===== config.mk =====
export PLATFORM = sky130hd
export DESIGN_NAME = axil_arbiter_wr
export DESIGN_NICKNAME = d
export VERILOG_FILES = /design/src/rtl/axil_interconnect_pkg.sv /design/src/rtl/axil_rr_arbiter.sv /design/src/rtl/axil_arbiter_wr.sv
export SDC_FILE = /design/constraint.sdc
export NUM_CORES = 1
export LEC_CHECK = 0
export CAP_MARGIN = 20
export CORE_ASPECT_RATIO = 1.25
export CORE_MARGIN = 8
export CORE_UTILIZATION = 55
export DETAILED_ROUTE_END_ITERATION = 10
export PLACE_DENSITY = 0.95
export SYNTH_ARGS = -nofsm -noshare
export SYNTH_HDL_FRONTEND = slang
export SYNTH_SLANG_ARGS = --single-unit

===== constraint.sdc =====
create_clock -name aclk -period 4.3 [get_ports aclk]
set_input_delay 0.43 -clock aclk [delete_from_list [all_inputs] [get_ports aclk]]
set_output_delay 0.43 -clock aclk [all_outputs]
set_load 0.02 [all_outputs]

===== src/rtl/axil_interconnect_pkg.sv =====
// Shared types and sizing helpers for the AXI-Lite interconnect write arbiter.
package axil_interconnect_pkg;

  typedef enum logic [1:0] {
    IDLE      = 2'd0,
    ADDR_DATA = 2'd1,
    RESP      = 2'd2
  } axil_wr_arb_state_t;

  function automatic int slv_idx_width(input int number_slave);
    return (number_slave > 1) ? $clog2(number_slave) : 1;
  endfunction

  function automatic int mst_idx_width(input int number_master);
    return (number_master > 1) ? $clog2(number_master) : 1;
  endfunction

endpackage


===== src/rtl/axil_rr_arbiter.sv =====
// Combinational round-robin picker: first requester at or after ptr, cyclically.
module axil_rr_arbiter
  import axil_interconnect_pkg::*;
#(
  parameter int NUMBER_MASTER = 3,
  localparam int MW = mst_idx_width(NUMBER_MASTER)
) (
  input  logic [NUMBER_MASTER-1:0] req,
  input  logic [MW-1:0]            ptr,
  output logic [NUMBER_MASTER-1:0] grant,
  output logic [MW-1:0]            grant_idx,
  output logic                     valid
);

  always_comb begin
    int c;
    // NOTE: every output gets a default before the search loop so no path
    // leaves a variable unassigned, which would infer a latch.
    grant     = '0;
    grant_idx = '0;
    valid     = 1'b0;
    c         = 0;
    for (int k = 0; k < NUMBER_MASTER; k++) begin
      c = (int'(ptr) + k) % NUMBER_MASTER;
      if (!valid && req[c]) begin
        valid     = 1'b1;
        grant[c]  = 1'b1;
        grant_idx = MW'(c);
      end
    end
  end

endmodule


===== src/rtl/axil_arbiter_wr.sv =====
// AXI-Lite write-channel arbiter: per-slave round-robin grant held across AW/W/B.
module axil_arbiter_wr
  import axil_interconnect_pkg::*;
#(
  parameter int NUMBER_MASTER  = 3,
  parameter int NUMBER_SLAVE   = 4,
  parameter int AXI_ADDR_WIDTH = 8
) (
  input  logic                                                 aclk,
  input  logic                                                 aresetn,
  input  logic [NUMBER_MASTER-1:0][AXI_ADDR_WIDTH-1:0]         m_axil_awaddr,
  input  logic [NUMBER_MASTER-1:0]                             m_axil_awvalid,
  input  logic [NUMBER_SLAVE-1:0]                              s_axil_awvalid,
  input  logic [NUMBER_SLAVE-1:0]                              s_axil_awready,
  input  logic [NUMBER_SLAVE-1:0]                              s_axil_wvalid,
  input  logic [NUMBER_SLAVE-1:0]                              s_axil_wready,
  input  logic [NUMBER_SLAVE-1:0]                              s_axil_bvalid,
  input  logic [NUMBER_SLAVE-1:0]                              s_axil_bready,
  output logic [NUMBER_SLAVE-1:0][NUMBER_MASTER-1:0]           grant_wr,
  output logic [NUMBER_SLAVE-1:0][$clog2(NUMBER_MASTER)-1:0]   grant_wr_cdr,
  output logic [NUMBER_MASTER-1:0][NUMBER_SLAVE-1:0]           grant_wr_trans,
  output logic [NUMBER_MASTER-1:0][$clog2(NUMBER_SLAVE)-1:0]   grant_wr_cdr_trans
);

  localparam int MW = mst_idx_width(NUMBER_MASTER);
  localparam int SW = slv_idx_width(NUMBER_SLAVE);

  logic [NUMBER_MASTER-1:0]                    busy;
  logic [NUMBER_SLAVE-1:0][NUMBER_MASTER-1:0]  req;

  // A master already holding any grant is masked so it can own only one slave.
  always_comb begin
    busy = '0;
    req  = '0;
    for (int i = 0; i < NUMBER_MASTER; i++) begin
      for (int j = 0; j < NUMBER_SLAVE; j++) begin
        busy[i] = busy[i] | grant_wr[j][i];
      end
    end
    for (int j = 0; j < NUMBER_SLAVE; j++) begin
      for (int i = 0; i < NUMBER_MASTER; i++) begin
        req[j][i] = m_axil_awvalid[i] & ~busy[i] &
                    (m_axil_awaddr[i][AXI_ADDR_WIDTH-1 -: SW] == SW'(j));
      end
    end
  end

  for (genvar j = 0; j < NUMBER_SLAVE; j++) begin : g_slv
    axil_wr_arb_state_t        state_q, state_d;
    logic                      aw_done_q, aw_done_d, w_done_q, w_done_d;
    logic [MW-1:0]             ptr_q, ptr_d, win_idx, cdr_q, cdr_d;
    logic [NUMBER_MASTER-1:0]  win_oh, gnt_q, gnt_d;
    logic                      win_any;

    axil_rr_arbiter #(.NUMBER_MASTER(NUMBER_MASTER)) u_rr (
      .req       (req[j]),
      .ptr       (ptr_q),
      .grant     (win_oh),
      .grant_idx (win_idx),
      .valid     (win_any)
    );

    always_comb begin
      state_d   = state_q;
      aw_done_d = aw_done_q;
      w_done_d  = w_done_q;
      ptr_d     = ptr_q;
      gnt_d     = gnt_q;
      cdr_d     = cdr_q;
      case (state_q)
        IDLE: begin
          if (win_any) begin
            gnt_d     = win_oh;
            cdr_d     = win_idx;
            ptr_d     = (win_idx == MW'(NUMBER_MASTER - 1)) ? '0 : win_idx + MW'(1);
            aw_done_d = 1'b0;
            w_done_d  = 1'b0;
            state_d   = ADDR_DATA;
          end
        end
        ADDR_DATA: begin
          // Done flags include this cycle's handshake so AW and W may finish together.
          aw_done_d = aw_done_q | (s_axil_awvalid[j] & s_axil_awready[j]);
          w_done_d  = w_done_q  | (s_axil_wvalid[j]  & s_axil_wready[j]);
          if (aw_done_d && w_done_d) state_d = RESP;
        end
        RESP: begin
          if (s_axil_bvalid[j] && s_axil_bready[j]) begin
            gnt_d   = '0;
            cdr_d   = '0;
            state_d = IDLE;
          end
        end
        default: state_d = IDLE;
      endcase
    end

    always_ff @(posedge aclk or negedge aresetn) begin
      if (!aresetn) begin
        // NOTE: sequential state uses non-blocking assignments so every
        // register samples pre-edge values regardless of statement order.
        state_q   <= IDLE;
        aw_done_q <= 1'b0;
        w_done_q  <= 1'b0;
        ptr_q     <= '0;
        gnt_q     <= '0;
        cdr_q     <= '0;
      end else begin
        state_q   <= state_d;
        aw_done_q <= aw_done_d;
        w_done_q  <= w_done_d;
        ptr_q     <= ptr_d;
        gnt_q     <= gnt_d;
        cdr_q     <= cdr_d;
      end
    end

    assign grant_wr[j]     = gnt_q;
    assign grant_wr_cdr[j] = cdr_q;
  end

  always_comb begin
    grant_wr_trans     = '0;
    grant_wr_cdr_trans = '0;
    for (int i = 0; i < NUMBER_MASTER; i++) begin
      for (int j = 0; j < NUMBER_SLAVE; j++) begin
        grant_wr_trans[i][j] = grant_wr[j][i];
        if (grant_wr[j][i]) grant_wr_cdr_trans[i] = SW'(j);
      end
    end
  end

endmodule


==> impl_metrics.toml, run 1 <==
[power_and_ir_drop]
power.share.clock_pct = 13.7
sw_frac_of_total_pct = 47.7
seq_power_share_pct = 24.6
power.static_leakage_uw = 0.00186
powerDensity_nw_per_um2 = 714
switchingPower_uw = 1550
combinationalPowerShare_pct = 61.7
internal_power_uw = 1700
peak_ir_drop_on_the_vdd_network_v = 0.000439

[logic_synthesis]
synth_nets = 507
synth-seq-cells = 44
yosys.area.top_type_share_pct = 29.4
synth-xor-area-share_pct = 0
synthesized_area_divided_by_synthesized_cell_count_um2 = 8.54
synth.area.top_cells = "dfrtp_1, ha_1, a21oi_1, nor2_1, inv_1"
ys.flop_type = "dfrtp_1"
asyncSetResetFlopFracSynth_pct = 100
yosys-mux-area-fraction_pct = 1.54
synth_cell_type_count = 80
yosys-top-cells-count = "dfrtp_1, nor2_1, inv_1"
post-synth-top-count-cell = "dfrtp_1"
synth_warnings = 0
synth_edf_count = 0
yosysSeqAreaShare_pct = 29.4
syn-instance-count = 438
netlist.top_cell.by_area = "dfrtp_1"
post_synthesis_simple_gate_area_fraction_pct = 23.0
synth_top_family_by_area = "compound AO/OA/AOI/OAI gates"
complex_gate_fraction_of_the_synthesized_area_pct = 31.4
synth_area_um2 = 3740
post_synth_fa_ha_maj_area_fraction_pct = 5.89

[die]
pin_count = 91
rows = 33
die-area_um2 = 9710
initial_utilization_pct = 57.0
die_width_um = 89.8
die_h_um = 108
coreArea_um2 = 6570

[finish]
multi_input_comb_area_um2 = 2310
final-seq-area_um2 = 1100
layout.nets = 550
drive_above_1_share_pct = 8.92
synthToLayoutAreaGrowth_pct = 21.4
antenna_cells_inserted = 0
nFillCells = 508
postLayoutCoreUtil_pct = 69.1

[worst_setup_path]
criticalPathCategory = "input pin to register"
crit_path_start_kind = "input pin"
critical_path.max_fanout = 9
worst_ep_arrival_time_ns = 3.07
cp_data_required_time_ns = 4.54
setup.worst_path.end_class = "register"
worst-r2r-setup-slack_ns = 1.54

[clocking]
tritoncts = "yes"
cts_hold_buffers = 0
path_clk_slew_ns = 0.09
cts.htree.levels = 2
cts.repair.resized = 0
clock_tree.root_cell = "clkbuf_8"
cts_made_buffers = 5
worstSkewPairLatency_ns = 0.31
postCtsSetupBuffers = 0
clock_sink_count = 44
cts.path.max_buffers = 2

[detailed_routing]
post_drt_via_cell_ratio = 6.56
detail_route.wl_per_cell_um = 18.1
detail_route.first_pass.iterations = 4
drc_errors_left = 0
detail_route.iter0.violations = 270
routed_wl_um = 10300
vias = 3734
drtAntennaViolNets = 0

[timing]
final_max_slew_viol_count = 0
rsz_0062_raised_after_global_routing = "no"
final-hold-violation-count = 0
setup_tns_final_ns = 0
fin_crit_ns = 2.84
final-setup-viol-count = 0
timing.slew.headroom_pct = 48.8
slew_worst_pin_ns = 0.758
finalCritPeriodShare_pct = 66.0
fin_worst_skew_ns = 0.00728
highest_clock_rate_mhz = 352

[job]
timing.max_cap.violations = 0

[worst_hold_path]
min-delay-path-class = "input pin to async pin"

[global_routing]
grt_use_met3_pct = 4.92
grt.met1_usage_pct = 23.6
grt_remaining_overflow = 0
gr-usage-met2_pct = 35.6
via_count_of_the_first_global_routing_pass = 3779
grt_busiest_layer = "met2"
grt_antenna_before_repair = 0
globalRouteTotalUtil_pct = 20.6
grt_first_pass_wirelength_um = 17100
grt_max_degree = 45

[run_status]
outcome = "complete, no violations"

[placed_design]
placed_wire_length_estimate_um = 7670
globalplace.congestion = 0.931
number_of_port_buffers = 72
power by group through the flow:
| stage | registers, uW | logic (uW) | clock network (uW) |
|---|---|---|---|
| after floorplan | 806 | 1390 | 0 |
| after CTS | 793 | 1980 | 446 |
| after global placement | 784 | 1890 | 0 |
| after detailed placement | 800 | 1960 | 0 |
| final | 797 | 2000 | 444 |
| after global routing | 820 | 2170 | 460 |
cell type report:
type | instances | area share, %
clock buffers | 5 | 1.52
clock inverters | 3 | 1.98
inverters | 32 | 2.65
multi-input cells | 325 | 51.0
flip-flops and latches | 44 | 24.3
well taps | 87 | 2.40
repair buffers | 73 | 16.2
critical path: stages:
cell and delay, ns:
clkdlybuf4s50_1 0.53, or4b_4 0.52, nor4_2 0.49, o32ai_2 0.21
a221o_1 0.53, a211o_1 0.30, o21ai_2 0.06
state kept, by name, summed over array words and instances (netlist names):
signal / count
g_slv.ptr_q: 8
g_slv.aw_done_q: 4
g_slv.w_done_q: 4
g_slv.cdr_q: 8
g_slv.state_q: 8
g_slv.gnt_q: 12
kinds of logic after synthesis:
kind of cell    Yosys count
fa+ha+maj                18
mux                       5
simple gates            148
buf+inv                  69
flops                    44
compound gates          154
stage by stage:
stage / area [um^2] / hold WS (ns) / cells / setup slack, ns / total power (uW)
3_5_place_dp: 4360 / 0.473 / 560 / 1.19 / 2760
6_report: 4540 / 0.0496 / 569 / 1.46 / 3240
5_1_grt: 4540 / 0.0801 / 569 / 1.37 / 3450
2_1_floorplan: 3740 / 0.134 / 438 / 1.78 / 2190
4_1_cts: 4520 / 0.317 / 568 / 1.50 / 3220
3_3_place_gp: 4360 / 0.462 / 560 / 1.26 / 2680
per-layer routing:
layer	wire length, um	up-vias
met5	0	-
met4	257	0
met3	851	30
met2	5020	197
met1	4200	1789
li1	-	1718
cells in the final DEF, fill, tap and decap left out, types with 11 or more instances in the layout:
cell type / netlist / final
a31oi_1: 14 / 14
a21o_1: 11 / 11
dfrtp_1: 44 / 44
nor2_1: 36 / 36
ha_1: 16 / 16
o21ai_0: 21 / 21
nand3_1: 16 / 16
clkdlybuf4s50_1: 0 / 71
a21oi_1: 30 / 30
inv_1: 32 / 32
nand2_1: 25 / 25
final timing paths:
| check | start | endpoint | cells after the start |
|---|---|---|---|
| hold / removal | aresetn | g_slv[2].gnt_q[2] | 1 |
| min in group aclk | g_slv[3].cdr_q[0] | g_slv[3].cdr_q[0] | 1 |
| setup / recovery | m_axil_awvalid[2] | g_slv[0].ptr_q[0] | 7 |
| max in group asynchronous | aresetn | g_slv[1].ptr_q[1] | 2 |
| hold reg to reg | g_slv[3].cdr_q[0] | g_slv[3].cdr_q[0] | 1 |
| setup reg to reg | g_slv[2].gnt_q[2] | g_slv[0].ptr_q[0] | 6 |
Power figures use the tool's default switching activity.
==> run 2, diff against run 1 <==
- CORE_UTILIZATION: 55 -> 46
- PLACE_DENSITY: 0.95 -> 0.88
- clock period: 4.3 -> 2.42 ns (I/O delays scaled with it)
==> impl_metrics.toml, run 2 (synthesized netlist as in run 1, its figures left out) <==
[run_status]
outcome = "complete, but fails checks"
failed_checks = "negative setup slack"

[detailed_routing]
detail_route.wl_per_cell_um = 18.3
routed_wl_um = 12100
detail_route.first_pass.iterations = 5
post_drt_via_cell_ratio = 6.21
drtAntennaViolNets = 0
drc_errors_left = 0
detail_route.iter0.violations = 304
vias = 4087

[clocking]
cts_made_buffers = 5
cts.htree.levels = 2
clock_sink_count = 44
tritoncts = "yes"
cts.path.max_buffers = 2
clock_tree.root_cell = "clkbuf_8"
path_clk_slew_ns = 0.09
worstSkewPairLatency_ns = 0.31

[worst_setup_path]
criticalPathCategory = "register to register"
worst_ep_arrival_time_ns = 2.68
setup.worst_path.end_class = "register"
critical_path.max_fanout = 5
regToRegStartpoint = "g_slv[2].gnt_q[2]"
worst_r2r_endpoint = "g_slv[2].ptr_q[0]"
crit_path_start_kind = "register"
critical_path.endpoint = "g_slv[2].ptr_q[0]"
cp_data_required_time_ns = 2.62
critical_path.startpoint = "g_slv[2].gnt_q[2]"
worst-r2r-setup-slack_ns = -0.06
reg2regPathDepth = 7

[timing]
highest_clock_rate_mhz = 404
final_max_slew_viol_count = 0
timing.slew.headroom_pct = 62.9
finalCritPeriodShare_pct = 102
setup_tns_final_ns = -0.280
rsz_0062_raised_after_global_routing = "yes"
final-setup-viol-count = 9
fin_worst_skew_ns = 0.0109
fin_crit_ns = 2.48
final-hold-violation-count = 0
layout_setup_ws_ns = -0.0558
slew_worst_pin_ns = 0.557

[finish]
drive_above_1_share_pct = 27.3
commonest_non_fill_non_tap_cell_in_the_layout = "clkdlybuf4s50_1"
antenna_cells_inserted = 0
final-seq-area_um2 = 1110
most-common-layout-cells = "clkdlybuf4s50_1, buf_4, dfrtp_1, nor2_1, inv_1"
final-instance-count-excl-fill = 658
nFillCells = 631
regMostFlops = "g_slv.gnt_q"
synthToLayoutAreaGrowth_pct = 42.1
largest_register_ffs = 12
multi_input_comb_area_um2 = 2480
layout.nets = 629

[die]
coreArea_um2 = 8060
die_width_um = 96.6
rows = 37
die_h_um = 117
die-area_um2 = 11300
initial_utilization_pct = 46.4
pin_count = 91

[placed_design]
placed_wire_length_estimate_um = 9130
number_of_port_buffers = 72
globalplace.congestion = 0.977
count_of_placed_standard_cells_including_taps = 645

[global_routing]
globalRouteTotalUtil_pct = 20.4
grt_remaining_overflow = 0
via_count_of_the_first_global_routing_pass = 4087
grt_antenna_before_repair = 0
grt_first_pass_wirelength_um = 19500
grt_max_degree = 24

[power_and_ir_drop]
peak_ir_drop_on_the_vdd_network_v = 0.000856
seq_power_share_pct = 20.0
sw_frac_of_total_pct = 46.9
power.static_leakage_uw = 0.00229
combinationalPowerShare_pct = 71.0
power.share.clock_pct = 9.0
powerDensity_nw_per_um2 = 1240
switchingPower_uw = 3090
internal_power_uw = 3500
p_total_uw = 6590

[worst_hold_path]
min-delay-path-class = "input pin to async pin"

[job]
timing.max_cap.violations = 0
run 2: worst max-delay path: stages, from the launching register on:
cell and delay (ns):
dfrtp_2 0.45, or4b_4 0.54, buf_6 0.15, nor4b_4 0.36, o311ai_2 0.13, a21o_1 0.26
a2111oi_4 0.39, nor3_2 0.07
run 2: metal layers:
layer	part of all wire (%)	routed length, um	global-route usage [%]
met5	0	0	0
met4	4.0	485	11.8
met3	7.5	903	4.93
met2	50	5980	35.6
met1	39	4690	22.4
run 2: power by group through the flow:
stage                     clock network [uW]  registers [uW]  logic (uW)
after CTS                                602            1310        4400
final                                    595            1320        4680
after floorplan                            0            1440        2520
after detailed placement                   0            1320        4310
after global routing                     636            1360        5040
after global placement                     0            1300        4170
run 2: layout make-up:
cell class,count,share of cell area (%)
multi-input combinational,325,46.8
timing repair buffer,152,25.6
sequential,44,20.9
tap,97,2.28
inverter,32,2.26
clock buffer,5,1.30
clock inverter,3,0.895
run 2: worst min-delay path by stage:
stage                       start            endpoint  slack [ns]  depth (start not counted)
after floorplan           aresetn  g_slv[0].aw_done_q       -0.05                          0
after global placement    aresetn   g_slv[2].cdr_q[0]        0.25                          1
after detailed placement  aresetn   g_slv[2].cdr_q[0]        0.26                          1
after CTS                 aresetn   g_slv[0].w_done_q        0.46                          2
after global routing      aresetn   g_slv[0].gnt_q[2]        0.49                          2
final                     aresetn   g_slv[2].ptr_q[1]        0.45                          2
run 2: per-stage QoR:
step                      cell area, um^2  setup slack, ns  utilization (%)  hold slack, ns
after floorplan                      3780          -0.0621                -         -0.0536
after global placement               4960           -0.285             61.6           0.248
after detailed placement             4960           -0.331             61.6           0.263
after CTS                            5130          -0.0545             63.7           0.460
after global routing                 5310           -0.120             66.0           0.489
final                                5310          -0.0558             66.0           0.445
run 2: repair_timing:
action / 4_1_cts / 5_1_grt
hold endpoints to repair: 21 / 0
gates resized for setup: 8 / 34
hold buffers: 1 / 0
setup buffers: 0 / 5
pin swaps: 8 / 26
gates cloned: 0 / 0
endpoints found under the setup margin: 20 / 31
==> run 3, diff against run 2 <==
- CORE_UTILIZATION: 46 -> 55
- PLACE_DENSITY: 0.88 -> 0.95
- clock period: 2.42 -> 2.85 ns (I/O delays scaled with it)
==> impl_metrics.toml, run 3 (synthesized netlist as in run 1, its figures left out) <==
[clocking]
cts.path.max_buffers = 2
worstSkewPairLatency_ns = 0.31
clock_sink_count = 44
postCtsSetupBuffers = 0
clock_tree.root_cell = "clkbuf_8"
cts.htree.levels = 2
cts_made_buffers = 5
path_clk_slew_ns = 0.09
tritoncts = "yes"

[detailed_routing]
detail_route.iter0.violations = 313
detail_route.wl_per_cell_um = 18.4
routed_wl_um = 10900
post_drt_via_cell_ratio = 6.61
vias = 3927
detail_route.first_pass.iterations = 5
drc_errors_left = 0
drtAntennaViolNets = 0

[placed_design]
dp_slack_ns = -0.0251
placed_wire_length_estimate_um = 8310
globalplace.congestion = 0.973
count_of_placed_standard_cells_including_taps = 584
number_of_port_buffers = 72

[power_and_ir_drop]
power.static_leakage_uw = 0.00196
powerDensity_nw_per_um2 = 1030
peak_ir_drop_on_the_vdd_network_v = 0.000598

[job]
timing.max_cap.violations = 0

[worst_hold_path]
min-delay-path-class = "input pin to async pin"

[die]
die_width_um = 89.8
die_h_um = 108
rows = 33
pin_count = 91
initial_utilization_pct = 57.0
coreArea_um2 = 6570
die-area_um2 = 9710

[global_routing]
grt_max_degree = 45
grt_first_pass_wirelength_um = 17600
grt_remaining_overflow = 0
globalRouteTotalUtil_pct = 21.4
grt_antenna_before_repair = 0
via_count_of_the_first_global_routing_pass = 3706

[finish]
nFillCells = 512
largest_register_ffs = 12
final-seq-area_um2 = 1100
most-common-layout-cells = "clkdlybuf4s50_1, dfrtp_1, nor2_1, inv_1, a21oi_1"
commonest_non_fill_non_tap_cell_in_the_layout = "clkdlybuf4s50_1"
layout.nets = 575
regMostFlops = "g_slv.gnt_q"
drive_above_1_share_pct = 13.2
synthToLayoutAreaGrowth_pct = 24.6
final-instance-count-excl-fill = 594
multi_input_comb_area_um2 = 2310
postLayoutCoreUtil_pct = 71.0
antenna_cells_inserted = 0

[worst_setup_path]
criticalPathCategory = "register to register"
worst-r2r-setup-slack_ns = 0.18
reg2regPathDepth = 6
cp_data_required_time_ns = 3.10
worst_r2r_endpoint = "g_slv[2].gnt_q[2]"
regToRegStartpoint = "g_slv[2].gnt_q[2]"
crit_path_start_kind = "register"
setup.worst_path.end_class = "register"
critical_path.max_fanout = 7
worst_ep_arrival_time_ns = 2.93

[timing]
fin_worst_skew_ns = 0.00910
rsz_0062_raised_after_global_routing = "no"
final-setup-viol-count = 0
layout_setup_ws_ns = 0.177
highest_clock_rate_mhz = 374
finalCritPeriodShare_pct = 93.8
fin_crit_ns = 2.67
slew_worst_pin_ns = 0.681
fin_worst_hold_slack_ns = 0.411
timing.slew.headroom_pct = 54.2
final_max_slew_viol_count = 0
final-hold-violation-count = 0

[run_status]
outcome = "complete, no violations"
run 3: power by group:
group	switching (uW)	internal, uW
registers	299	868
clock network	228	171
logic	1870	1360
total	2400	2400
run 3: how the worst max path moves through the flow:
stage          slack (ns)                end              start
2_1_floorplan        0.33  g_slv[2].ptr_q[0]  g_slv[2].gnt_q[2]
3_3_place_gp         0.06  g_slv[2].ptr_q[0]  m_axil_awvalid[2]
3_5_place_dp        -0.03  g_slv[2].gnt_q[2]  m_axil_awvalid[2]
5_1_grt               0.1  g_slv[2].gnt_q[2]  g_slv[2].gnt_q[2]
6_report             0.18  g_slv[2].gnt_q[2]  g_slv[2].gnt_q[2]
4_1_cts              0.18  g_slv[2].gnt_q[2]  g_slv[2].gnt_q[2]
run 3: stage by stage:
stage,area (um^2),total power [uW],setup TNS [ns]
after floorplan,3740,3310,0
after global placement,4540,4170,0
after detailed placement,4540,4320,-0.0251
after CTS,4630,4740,0
after global routing,4660,5090,0
final,4660,4790,0
run 3: layer usage:
metal | vias up | GRT usage (%) | part of all wire, %
li1 | 1783 | - | -
met1 | 1842 | 24.8 | 38
met2 | 262 | 37.4 | 49
met3 | 40 | 4.92 | 9.7
met4 | 0 | 8.73 | 2.4
met5 | - | 0 | 0
run 3: area by class of cell:
| type | count | share of cell area [%] |
|---|---|---|
| Multi-Input combinational cell | 325 | 49.7 |
| Sequential cell | 44 | 23.6 |
| Timing Repair Buffer | 98 | 19.9 |
| Inverter | 32 | 2.58 |
| Tap cell | 87 | 2.34 |
| Clock buffer | 5 | 1.48 |
| Clock inverter | 3 | 0.403 |
run 3: timing repair:
action                    in CTS  in global routing
hold endpoints to repair       0                 14
hold buffers                   0                  1
gates resized for setup        0                  0
run 3: critical path, cell delays in order (launching register included):
cell       delay (ns)
dfrtp_1          0.48
or4b_4           0.61
or4b_4           0.56
o21ai_1          0.20
o221ai_1         0.24
a2111oi_2        0.41
a21o_1           0.12
